<file path="config.mk">
export PLATFORM = sky130hd
export DESIGN_NAME = ol101_stream_arbiter
export DESIGN_NICKNAME = d
export VERILOG_FILES = /design/src/rtl/ol101_pkg.sv /design/src/rtl/ol101_detector.sv /design/src/rtl/ol101_stream_arbiter.sv
export SDC_FILE = /design/constraint.sdc
export NUM_CORES = 1
export LEC_CHECK = 0
export ABC_AREA = 1
export CORE_ASPECT_RATIO = 1.1
export CORE_MARGIN = 4
export CORE_UTILIZATION = 50
export CTS_CLUSTER_SIZE = 10
export DETAILED_ROUTE_END_ITERATION = 8
export PLACE_DENSITY = 0.75
export SLEW_MARGIN = 20
export SYNTH_ARGS = -nofsm -noshare
export SYNTH_HDL_FRONTEND = slang
export SYNTH_SLANG_ARGS = --single-unit
</file>
<file path="constraint.sdc">
create_clock -name clk -period 1.75 [get_ports clk]
set_input_delay 0.2625 -clock clk [delete_from_list [all_inputs] [get_ports clk]]
set_output_delay 0.2625 -clock clk [all_outputs]
set_load 0.02 [all_outputs]
</file>
<file path="src/rtl/ol101_pkg.sv">
// Shared encodings and round-robin search for the "101" stream arbiter.
package ol101_pkg;

    typedef logic [1:0] ctl_state_t;
    typedef logic [1:0] det_state_t;

    localparam ctl_state_t StIdle    = 2'd0;
    localparam ctl_state_t StStream  = 2'd1;
    localparam ctl_state_t StRelease = 2'd2;

    localparam det_state_t DetS0 = 2'b00;
    localparam det_state_t DetS1 = 2'b01;
    localparam det_state_t DetS2 = 2'b10;

    localparam int unsigned MaxReq  = 32;
    localparam int unsigned MaxReqW = 5;

    // First set request at or after ptr, wrapping modulo n; 0 when none is set.
    function automatic int unsigned rr_pick(input logic [MaxReq-1:0] req,
                                            input int unsigned ptr,
                                            input int unsigned n);
        int unsigned win;
        int unsigned idx;
        logic found;
        win = 0;
        found = 1'b0;
        for (int unsigned i = 0; i < MaxReq; i++) begin
            idx = (ptr + i) % n;
            if ((i < n) && !found && req[idx[MaxReqW-1:0]]) begin
                win = idx;
                found = 1'b1;
            end
        end
        return win;
    endfunction

endpackage

</file>
<file path="src/rtl/ol101_detector.sv">
// Overlapping "101" Mealy detector; hit is combinational on the accepted bit.
module ol101_detector
    import ol101_pkg::*;
(
    input  logic clk,
    input  logic reset_n,
    input  logic clr,
    input  logic bit_in,
    input  logic accept,
    output logic hit
);

    det_state_t state_q, state_d;

    always_comb begin
        state_d = state_q;
        if (clr) begin
            state_d = DetS0;
        end else if (accept) begin
            unique case (state_q)
                DetS0:   state_d = bit_in ? DetS1 : DetS0;
                DetS1:   state_d = bit_in ? DetS1 : DetS2;
                DetS2:   state_d = bit_in ? DetS1 : DetS0;
                default: state_d = DetS0;
            endcase
        end
    end

    assign hit = (state_q == DetS2) && bit_in && accept;

    always_ff @(posedge clk or negedge reset_n) begin
        if (!reset_n) begin
            state_q <= DetS0;
        end else begin
            state_q <= state_d;
        end
    end

endmodule

</file>
<file path="src/rtl/ol101_stream_arbiter.sv">
// Round-robin arbiter granting bursts of serial bits into one shared "101" detector.
module ol101_stream_arbiter
    import ol101_pkg::*;
#(
    parameter int unsigned N_REQ = 4,
    parameter int unsigned BURST = 8,
    parameter int unsigned CNT_W = 8
) (
    input  logic                       clk,
    input  logic                       reset_n,
    input  logic [N_REQ-1:0]           req,
    input  logic [N_REQ-1:0]           bit_in,
    input  logic [N_REQ-1:0]           bit_vld,
    output logic [N_REQ-1:0]           grant,
    output logic [$clog2(N_REQ)-1:0]   owner_id,
    output logic                       match,
    output logic [$clog2(N_REQ)-1:0]   match_id,
    output logic                       done,
    output logic [CNT_W-1:0]           match_cnt,
    output logic                       busy
);

    localparam int unsigned ID_W = $clog2(N_REQ);
    localparam int unsigned BC_W = (BURST > 1) ? $clog2(BURST) : 1;

    ctl_state_t       state_q, state_d;
    logic [N_REQ-1:0] grant_q, grant_d;
    logic [ID_W-1:0]  owner_q, owner_d;
    logic [ID_W-1:0]  ptr_q, ptr_d;
    logic [BC_W-1:0]  bcnt_q, bcnt_d;
    logic [CNT_W-1:0] mcnt_q, mcnt_d;
    logic             match_q, match_d;
    logic [ID_W-1:0]  match_id_q, match_id_d;
    logic             done_q, done_d;
    logic [CNT_W-1:0] match_cnt_q, match_cnt_d;

    logic             owner_req;
    logic             accept;
    logic             hit;
    logic             det_clr;
    logic [CNT_W-1:0] mcnt_inc;
    int unsigned      winner;

    assign owner_req = req[owner_q];
    assign accept    = (state_q == StStream) && owner_req && bit_vld[owner_q];
    assign det_clr   = (state_q == StRelease);
    assign mcnt_inc  = (hit && (mcnt_q != '1)) ? mcnt_q + CNT_W'(1) : mcnt_q;
    assign winner    = rr_pick(MaxReq'(req), 32'(ptr_q), N_REQ);

    ol101_detector u_detector (
        .clk     (clk),
        .reset_n (reset_n),
        .clr     (det_clr),
        .bit_in  (bit_in[owner_q]),
        .accept  (accept),
        .hit     (hit)
    );

    always_comb begin
        state_d     = state_q;
        grant_d     = grant_q;
        owner_d     = owner_q;
        ptr_d       = ptr_q;
        bcnt_d      = bcnt_q;
        mcnt_d      = mcnt_q;
        match_d     = hit;
        match_id_d  = hit ? owner_q : match_id_q;
        done_d      = 1'b0;
        match_cnt_d = match_cnt_q;
        unique case (state_q)
            StIdle: begin
                if (|req) begin
                    grant_d = N_REQ'(1) << winner;
                    owner_d = ID_W'(winner);
                    bcnt_d  = '0;
                    mcnt_d  = '0;
                    state_d = StStream;
                end
            end
            StStream: begin
                if (!owner_req) begin
                    grant_d     = '0;
                    done_d      = 1'b1;
                    match_cnt_d = mcnt_q;
                    state_d     = StRelease;
                end else if (accept) begin
                    mcnt_d = mcnt_inc;
                    bcnt_d = bcnt_q + BC_W'(1);
                    // Final bit of the burst: its own hit is folded into the reported count.
                    if (bcnt_q == BC_W'(BURST - 1)) begin
                        grant_d     = '0;
                        done_d      = 1'b1;
                        match_cnt_d = mcnt_inc;
                        state_d     = StRelease;
                    end
                end
            end
            StRelease: begin
                ptr_d   = (32'(owner_q) == N_REQ - 1) ? '0 : owner_q + ID_W'(1);
                state_d = StIdle;
            end
            default: state_d = StIdle;
        endcase
    end

    always_ff @(posedge clk or negedge reset_n) begin
        if (!reset_n) begin
            state_q     <= StIdle;
            grant_q     <= '0;
            owner_q     <= '0;
            ptr_q       <= '0;
            bcnt_q      <= '0;
            mcnt_q      <= '0;
            match_q     <= 1'b0;
            match_id_q  <= '0;
            done_q      <= 1'b0;
            match_cnt_q <= '0;
        end else begin
            state_q     <= state_d;
            grant_q     <= grant_d;
            owner_q     <= owner_d;
            ptr_q       <= ptr_d;
            bcnt_q      <= bcnt_d;
            mcnt_q      <= mcnt_d;
            match_q     <= match_d;
            match_id_q  <= match_id_d;
            done_q      <= done_d;
            match_cnt_q <= match_cnt_d;
        end
    end

    assign grant     = grant_q;
    assign owner_id  = owner_q;
    assign match     = match_q;
    assign match_id  = match_id_q;
    assign done      = done_q;
    assign match_cnt = match_cnt_q;
    assign busy      = (state_q != StIdle);

endmodule

</file>
# --- Yosys cells after proc, flatten, opt, wreduce, memory -nomap -nowiden ---
# Index checks and enable logic that the tools add are counted.
op_classes:
  muxes: 53
  n_reduce_logical: 23
  order_cmp: 5
  n_shift: 1
  addsub: 6
  n_eq_ne: 14
ops:
  columns: ["op", "count"]
  rows:
  - ["$mux 8", 7]
  - ["$shl 1x32->4 const A", 1]
  - ["$lt 2x6->1 const B", 4]
  - ["$mux 2", 12]
  - ["$mux 4", 4]
  - ["$pmux 8 s2", 1]
  - ["$mux 1", 15]
  - ["$bmux 1 s2", 7]
  - ["$mux 3", 3]
  - ["$add 8x1->8 const B", 1]
  - ["$logic_and 1x1->1", 8]
  - ["$ne 8x8->1 const B", 1]
  - ["$pmux 2 s2", 2]
  - ["$pmux 4 s2", 1]
  - ["$reduce_and 4->1", 2]
  - ["$eq 2x2->1 const B", 3]
  - ["$ne 2x1->1 const B", 3]
  - ["$ne 3x2->1 const B", 2]
  - ["$pmux 3 s2", 1]
  - ["$reduce_and 3->1", 2]
  - ["$reduce_bool 2->1", 3]
  - ["$add 2x1->2 const B", 2]
  - ["$add 2x2->2 const B", 2]
  - ["$eq 2x1->1 const B", 2]
  - ["9 further kinds", 13]
totals:
  wordCells: 113
  out_inout_bits: 19
  in_bits: 14
  register_bits: 35

# --- Longest topological paths before layout ---
logic_depth:
  ltp_word: 15
  mapped_depth: 12
  depth_no_buf: 12

# --- Cells and area by module ---
# A second synthesis with hierarchy kept.
hier_totals:
  hier_cells: 304
  hier_area_um2: 2170.8
by_module_without_submodules:
  columns: ["module", "cells_per_inst", "instances", "area_each_um2", "seq_area_each_um2"]
  rows:
  - ["ol101_stream_arbiter", 286, 1, 2053.2, 825.8]
  - ["ol101_detector", 18, 1, 117.6, 50.0]

# --- Worst setup path before layout ---
# No wires, ideal clock.
synth_path:
  kind: "flip-flop to flip-flop"
  start: "register owner_q[0], in the netlist owner_id[0]"
  end: "register match_cnt_q[0], in the netlist match_cnt[0]"
  arrival_ns: 1.467
  stages_incl_launch_ff: 11
  slack_ns: 0.165
  synth_period_minus_slack_ns: 1.585
  cell_sequence: "dfrtp_1 buf_6 inv_6 o21ai_1 nand2_1 nand2_2 nand2_2 nand3_4 clkinv_4 nand3_1 nand2_1"
synth_between:
  elab_chain_cells: 10
  elab_cells_between_ends: 18
synth_lines:
  columns: ["item", "line", "rtl"]
  rows:
  - ["start: declaration", "ol101_stream_arbiter.sv:28", "logic [ID_W-1:0] owner_q, owner_d;"]
  - ["start signal: assignment", "ol101_stream_arbiter.sv:121", "owner_q <= owner_d;"]
  - ["$bmux 1 s2", "ol101_stream_arbiter.sv:44", "assign owner_req = req[owner_q];"]
  - ["$mux 1 (implied by the code)", "ol101_stream_arbiter.sv:44", null]
  - ["$logic_and 1x1->1 (2 in series)", "ol101_stream_arbiter.sv:45", "assign accept = (state_q == StStream) && owner_req && bit_vld[owner_q];"]
  - ["$logic_and 1x1->1", "ol101_detector.sv:29", "assign hit = (state_q == DetS2) && bit_in && accept;"]
  - ["$logic_and 1x1->1", "ol101_stream_arbiter.sv:47", "assign mcnt_inc = (hit && (mcnt_q != '1)) ? mcnt_q + CNT_W'(1) : mcnt_q;"]
  - ["$mux 8", "ol101_stream_arbiter.sv:47", null]
  - ["$mux 8", "ol101_stream_arbiter.sv:90", "if (bcnt_q == BC_W'(BURST - 1)) begin"]
  - ["$mux 8", "ol101_stream_arbiter.sv:86", "end else if (accept) begin"]
  - ["$mux 8", "ol101_stream_arbiter.sv:81", "if (!owner_req) begin"]
  - ["end signal: assignment", "ol101_stream_arbiter.sv:128", "match_cnt_q <= match_cnt_d;"]
  - ["end: declaration", "ol101_stream_arbiter.sv:35", "logic [CNT_W-1:0] match_cnt_q, match_cnt_d;"]
# Parallel ways exist; a longest one is shown, timed or not. The select of a mux whose other input is x is not followed.
# A chain may end at the register's enable or synchronous reset.

# --- Worst setup path after layout ---
layout_path:
  start: "register owner_q[1], in the netlist owner_id[1]"
  end: "output owner_id[1]"
layout_rtl:
  columns: ["item", "line", "rtl"]
  rows:
  - ["end: declaration", "ol101_stream_arbiter.sv:15", "output logic [$clog2(N_REQ)-1:0] owner_id,"]
# No word-level cell between the ends.

==> flow_summary.yaml <==
drt:
  ant_nets: 0
  vias: 2078
  wire_per_inst_um: 12.1
  routed_via_density: 5.06
  drc: 0
  drtIter0Drc: 101
  routed_wl_mm: 4.98
  drt_first_pass_iters: 4
yosys:
  synth_top_cells_by_area: "dfrtp_1 (41%), nand2_1 (24%), nand3_1 (6.4%)"
  synth_cell_types: 29
  yosysSeqAreaShare_pct: 41.2
  yosysTopAreaCell: "dfrtp_1"
  synth-edff-count: 0
  netlist_area_sq_um: 2120
  synthCells: 295
  syn_nets: 313
  yosysMostFrequentCell: "nand2_1"
  synthTopCellsByCount: "nand2_1 (134), dfrtp_1 (35), nand3_1 (27)"
  synth-seq-cells: 35
  synth_area_per_cell_sq_um: 7.20
  ys.flop_type: "dfrtp_1"
  yosys_warnings: 0
  synth_top_area_share_pct: 41.2
  async_reset_ff_share_pct: 100
clocking:
  clkSlewWorstSetupHoldPaths_ns: 0.08
  hold_buffers: 0
  cts_tree: "built"
  clk_latency_ns: 0.30
  clkSinkCount: 35
  htreeDepth: 2
  cts_buffer_depth: 2
  cts_made_buffers: 5
  cts_root_buffer: "clkbuf_8"
worst_setup_path:
  slowest_stage: "clkdlybuf4s50_1"
  end_kind: "output pin"
  crit_chain: "clkdlybuf4s50_1"
  path_class: "flip-flop to output pin"
  critPathTopFamily: "buffers and inverters"
  path_max_fanout: 6
  worst_ep_arrival_time_ns: 1.36
  slowest_delay_ns: 0.63
  critPathBufInv: 1
  cp.required_ns: 1.49
  cp-start-kind: "flip-flop"
timing:
  finalSetupViolations: 0
  rsz0062_at_grt: "yes"
  skew_ns: 0.0131
  maxSlewHeadroom_pct: 69.9
  final-hold-violation-count: 0
  min_period_over_period_pct: 92.8
  fmax_mhz: 615
  whs_ns: 0.378
  period_needed_ns: 1.62
  worstMarginPinSlew_ns: 0.452
  final_max_slew_viol_count: 0
global_routing:
  grt_max_degree: 36
  grt_pass1_vias: 1862
  grt.total_usage_pct: 19.3
  antenna_found_initial: 0
  grt_remaining_overflow: 0
  grt_pass1_wl_mm: 8.42
finish:
  n_antenna_cell: 0
  post-route-cell-area_sq_um: 2840
  fin_util_pct: 70.5
  syn_to_final_growth_pct: 33.6
  fin_nets: 376
  num-fill-cells: 314
  final_layout_size_suffix_gt1_share_pct: 18.1
  stdcell_count: 411
power_and_ir_drop:
  cell_internal_pwr_mw: 2.50
  leakage_nw: 1.53
  p_sw_share_pct: 44.1
  p_comb_share_pct: 57.5
  clkPwrFrac_pct: 16.6
  p_sw_mw: 1.97
  max-vdd-ir-drop_mv: 0.923
  powerDensity_nw_per_um2: 1570
  p_seq_share_pct: 26.0
placement:
  io_buffers: 32
  dp.final_hpwl_mm: 3.77
  gp_congestion: 0.900
  placed_cells: 399
  placed_cell_area_sq_um: 2660
die:
  die_h_um: 76.4
  num_rows: 24
  die_x_um: 70.2
  io_pins: 33
  die_area_sq_um: 5360
  start_util_pct: 52.8
  core_sq_um: 4020
hold_path:
  hold_path.class: "primary input to asynchronous set/reset pin"
run_status:
  status: "complete, no violations"
job:
  max_cap_viol_count: 0
## worst reg2reg max path, delay by kind of cell (launching register included)
| family | cells | cell delay, ns |
|---|---|---|
| adders and majority gates | 1 | 0.24 |
| DFF | 1 | 0.39 |
| and+or+nand+nor | 8 | 0.88 |
## layout make-up
| class | count | area [sq um] | share of cell area, % |
|---|---|---|---|
| inverters | 29 | 119 | 4.19 |
| flip-flops and latches | 35 | 880 | 31.0 |
| clock inverters | 3 | 43.8 | 1.54 |
| multi-input cells | 225 | 1100 | 38.7 |
| clock buffers | 5 | 68.8 | 2.43 |
| well taps | 52 | 65.1 | 2.29 |
| repair buffers | 62 | 563 | 19.8 |
## through the flow
step / total power, mW / setup TNS [ns] / worst slack [ns]
2_1_floorplan: 2.76 / 0 / 0.165
3_3_place_gp: 3.58 / -2.24 / -0.130
3_5_place_dp: 3.62 / -2.78 / -0.173
4_1_cts: 4.36 / 0 / 0.00484
5_1_grt: 4.83 / -0.0795 / -0.0184
6_report: 4.47 / 0 / 0.125
## worst paths after layout
| path | slack, ns | from | cells past startpoint | endpoint |
|---|---|---|---|---|
| worst max-delay path | 0.13 | owner_id[1]$_DFFE_PN0P_ | 1 | owner_id[1] |
| worst min-delay path | 0.38 | reset_n | 2 | mcnt_q[6]$_DFFE_PN0P_ |
| worst max register to register | 0.13 | mcnt_q[0]$_DFFE_PN0P_ | 9 | match_cnt[5]$_DFFE_PN0P_ |
| worst min register to register | 0.49 | bcnt_q[2]$_DFFE_PN0P_ | 2 | bcnt_q[2]$_DFFE_PN0P_ |
| max in group asynchronous | 1.02 | reset_n | 2 | owner_id[0]$_DFFE_PN0P_ |
| min in group clk | 0.49 | bcnt_q[2]$_DFFE_PN0P_ | 2 | bcnt_q[2]$_DFFE_PN0P_ |
## routing by layer
layer  part of all wire (%)  global-route usage (%)
met3                    3.1                    2.90
met2                     47                    31.5
met4                    1.5                    6.90
met1                     49                    25.9
met5                      0                       0
## repair_timing
action | 4_1_cts | 5_1_grt
setup buffers | 0 | 4
setup endpoints to repair | 3 | 23
resized for setup | 1 | 11
## flip-flops by register name, indices dropped and copies added, names as in the netlist
signal and cells:
match 1, match_cnt 8, u_detector.state_q 2, owner_id 2, grant 4, match_id 2
state_q 2, ptr_q 2, done 1, mcnt_q 8, bcnt_q 3
## power groups by stage
stage	clock (mW)	sequential [mW]	combinational, mW
after floorplan	0	1.25	1.51
after global placement	0	1.18	2.40
after detailed placement	0	1.18	2.44
after CTS	0.742	1.17	2.45
after global routing	0.784	1.19	2.85
final	0.740	1.16	2.57
## cell families after synthesis
| group | Yosys count | share of synthesized area (%) |
|---|---|---|
| AND/OR/NAND/NOR | 202 | 42.2 |
| flip-flops | 35 | 41.2 |
| AO/OA/AOI/OAI | 17 | 5.12 |
| buffers and inverters | 35 | 8.25 |
| adder cells (fa/ha/maj) | 4 | 2.36 |
| XOR/XNOR | 2 | 0.825 |
## placed cells by master, fill, tap and decap left out, types with 2 or more instances in the layout
master / Yosys / layout
buf_4: 3 / 29
clkbuf_8: 0 / 5
clkdlybuf4s50_1: 0 / 30
clkinv_4: 1 / 2
dfrtp_1: 35 / 32
dfrtp_2: 0 / 3
dlymetal6s2s_1: 0 / 2
ha_1: 4 / 4
inv_1: 25 / 25
inv_2: 2 / 2
nand2_1: 134 / 132
nand2_2: 5 / 7
nand3_1: 27 / 27
nand3_2: 4 / 3
nand3_4: 1 / 2
nand3b_1: 2 / 2
nand4_1: 10 / 10
nor2_1: 14 / 14
nor2_4: 1 / 2
o211ai_1: 2 / 2
o21ai_0: 5 / 5
o21ai_1: 5 / 3
o21ai_2: 1 / 3
xor2_1: 2 / 2
No activity file was read; power rests on OpenSTA's default activity.
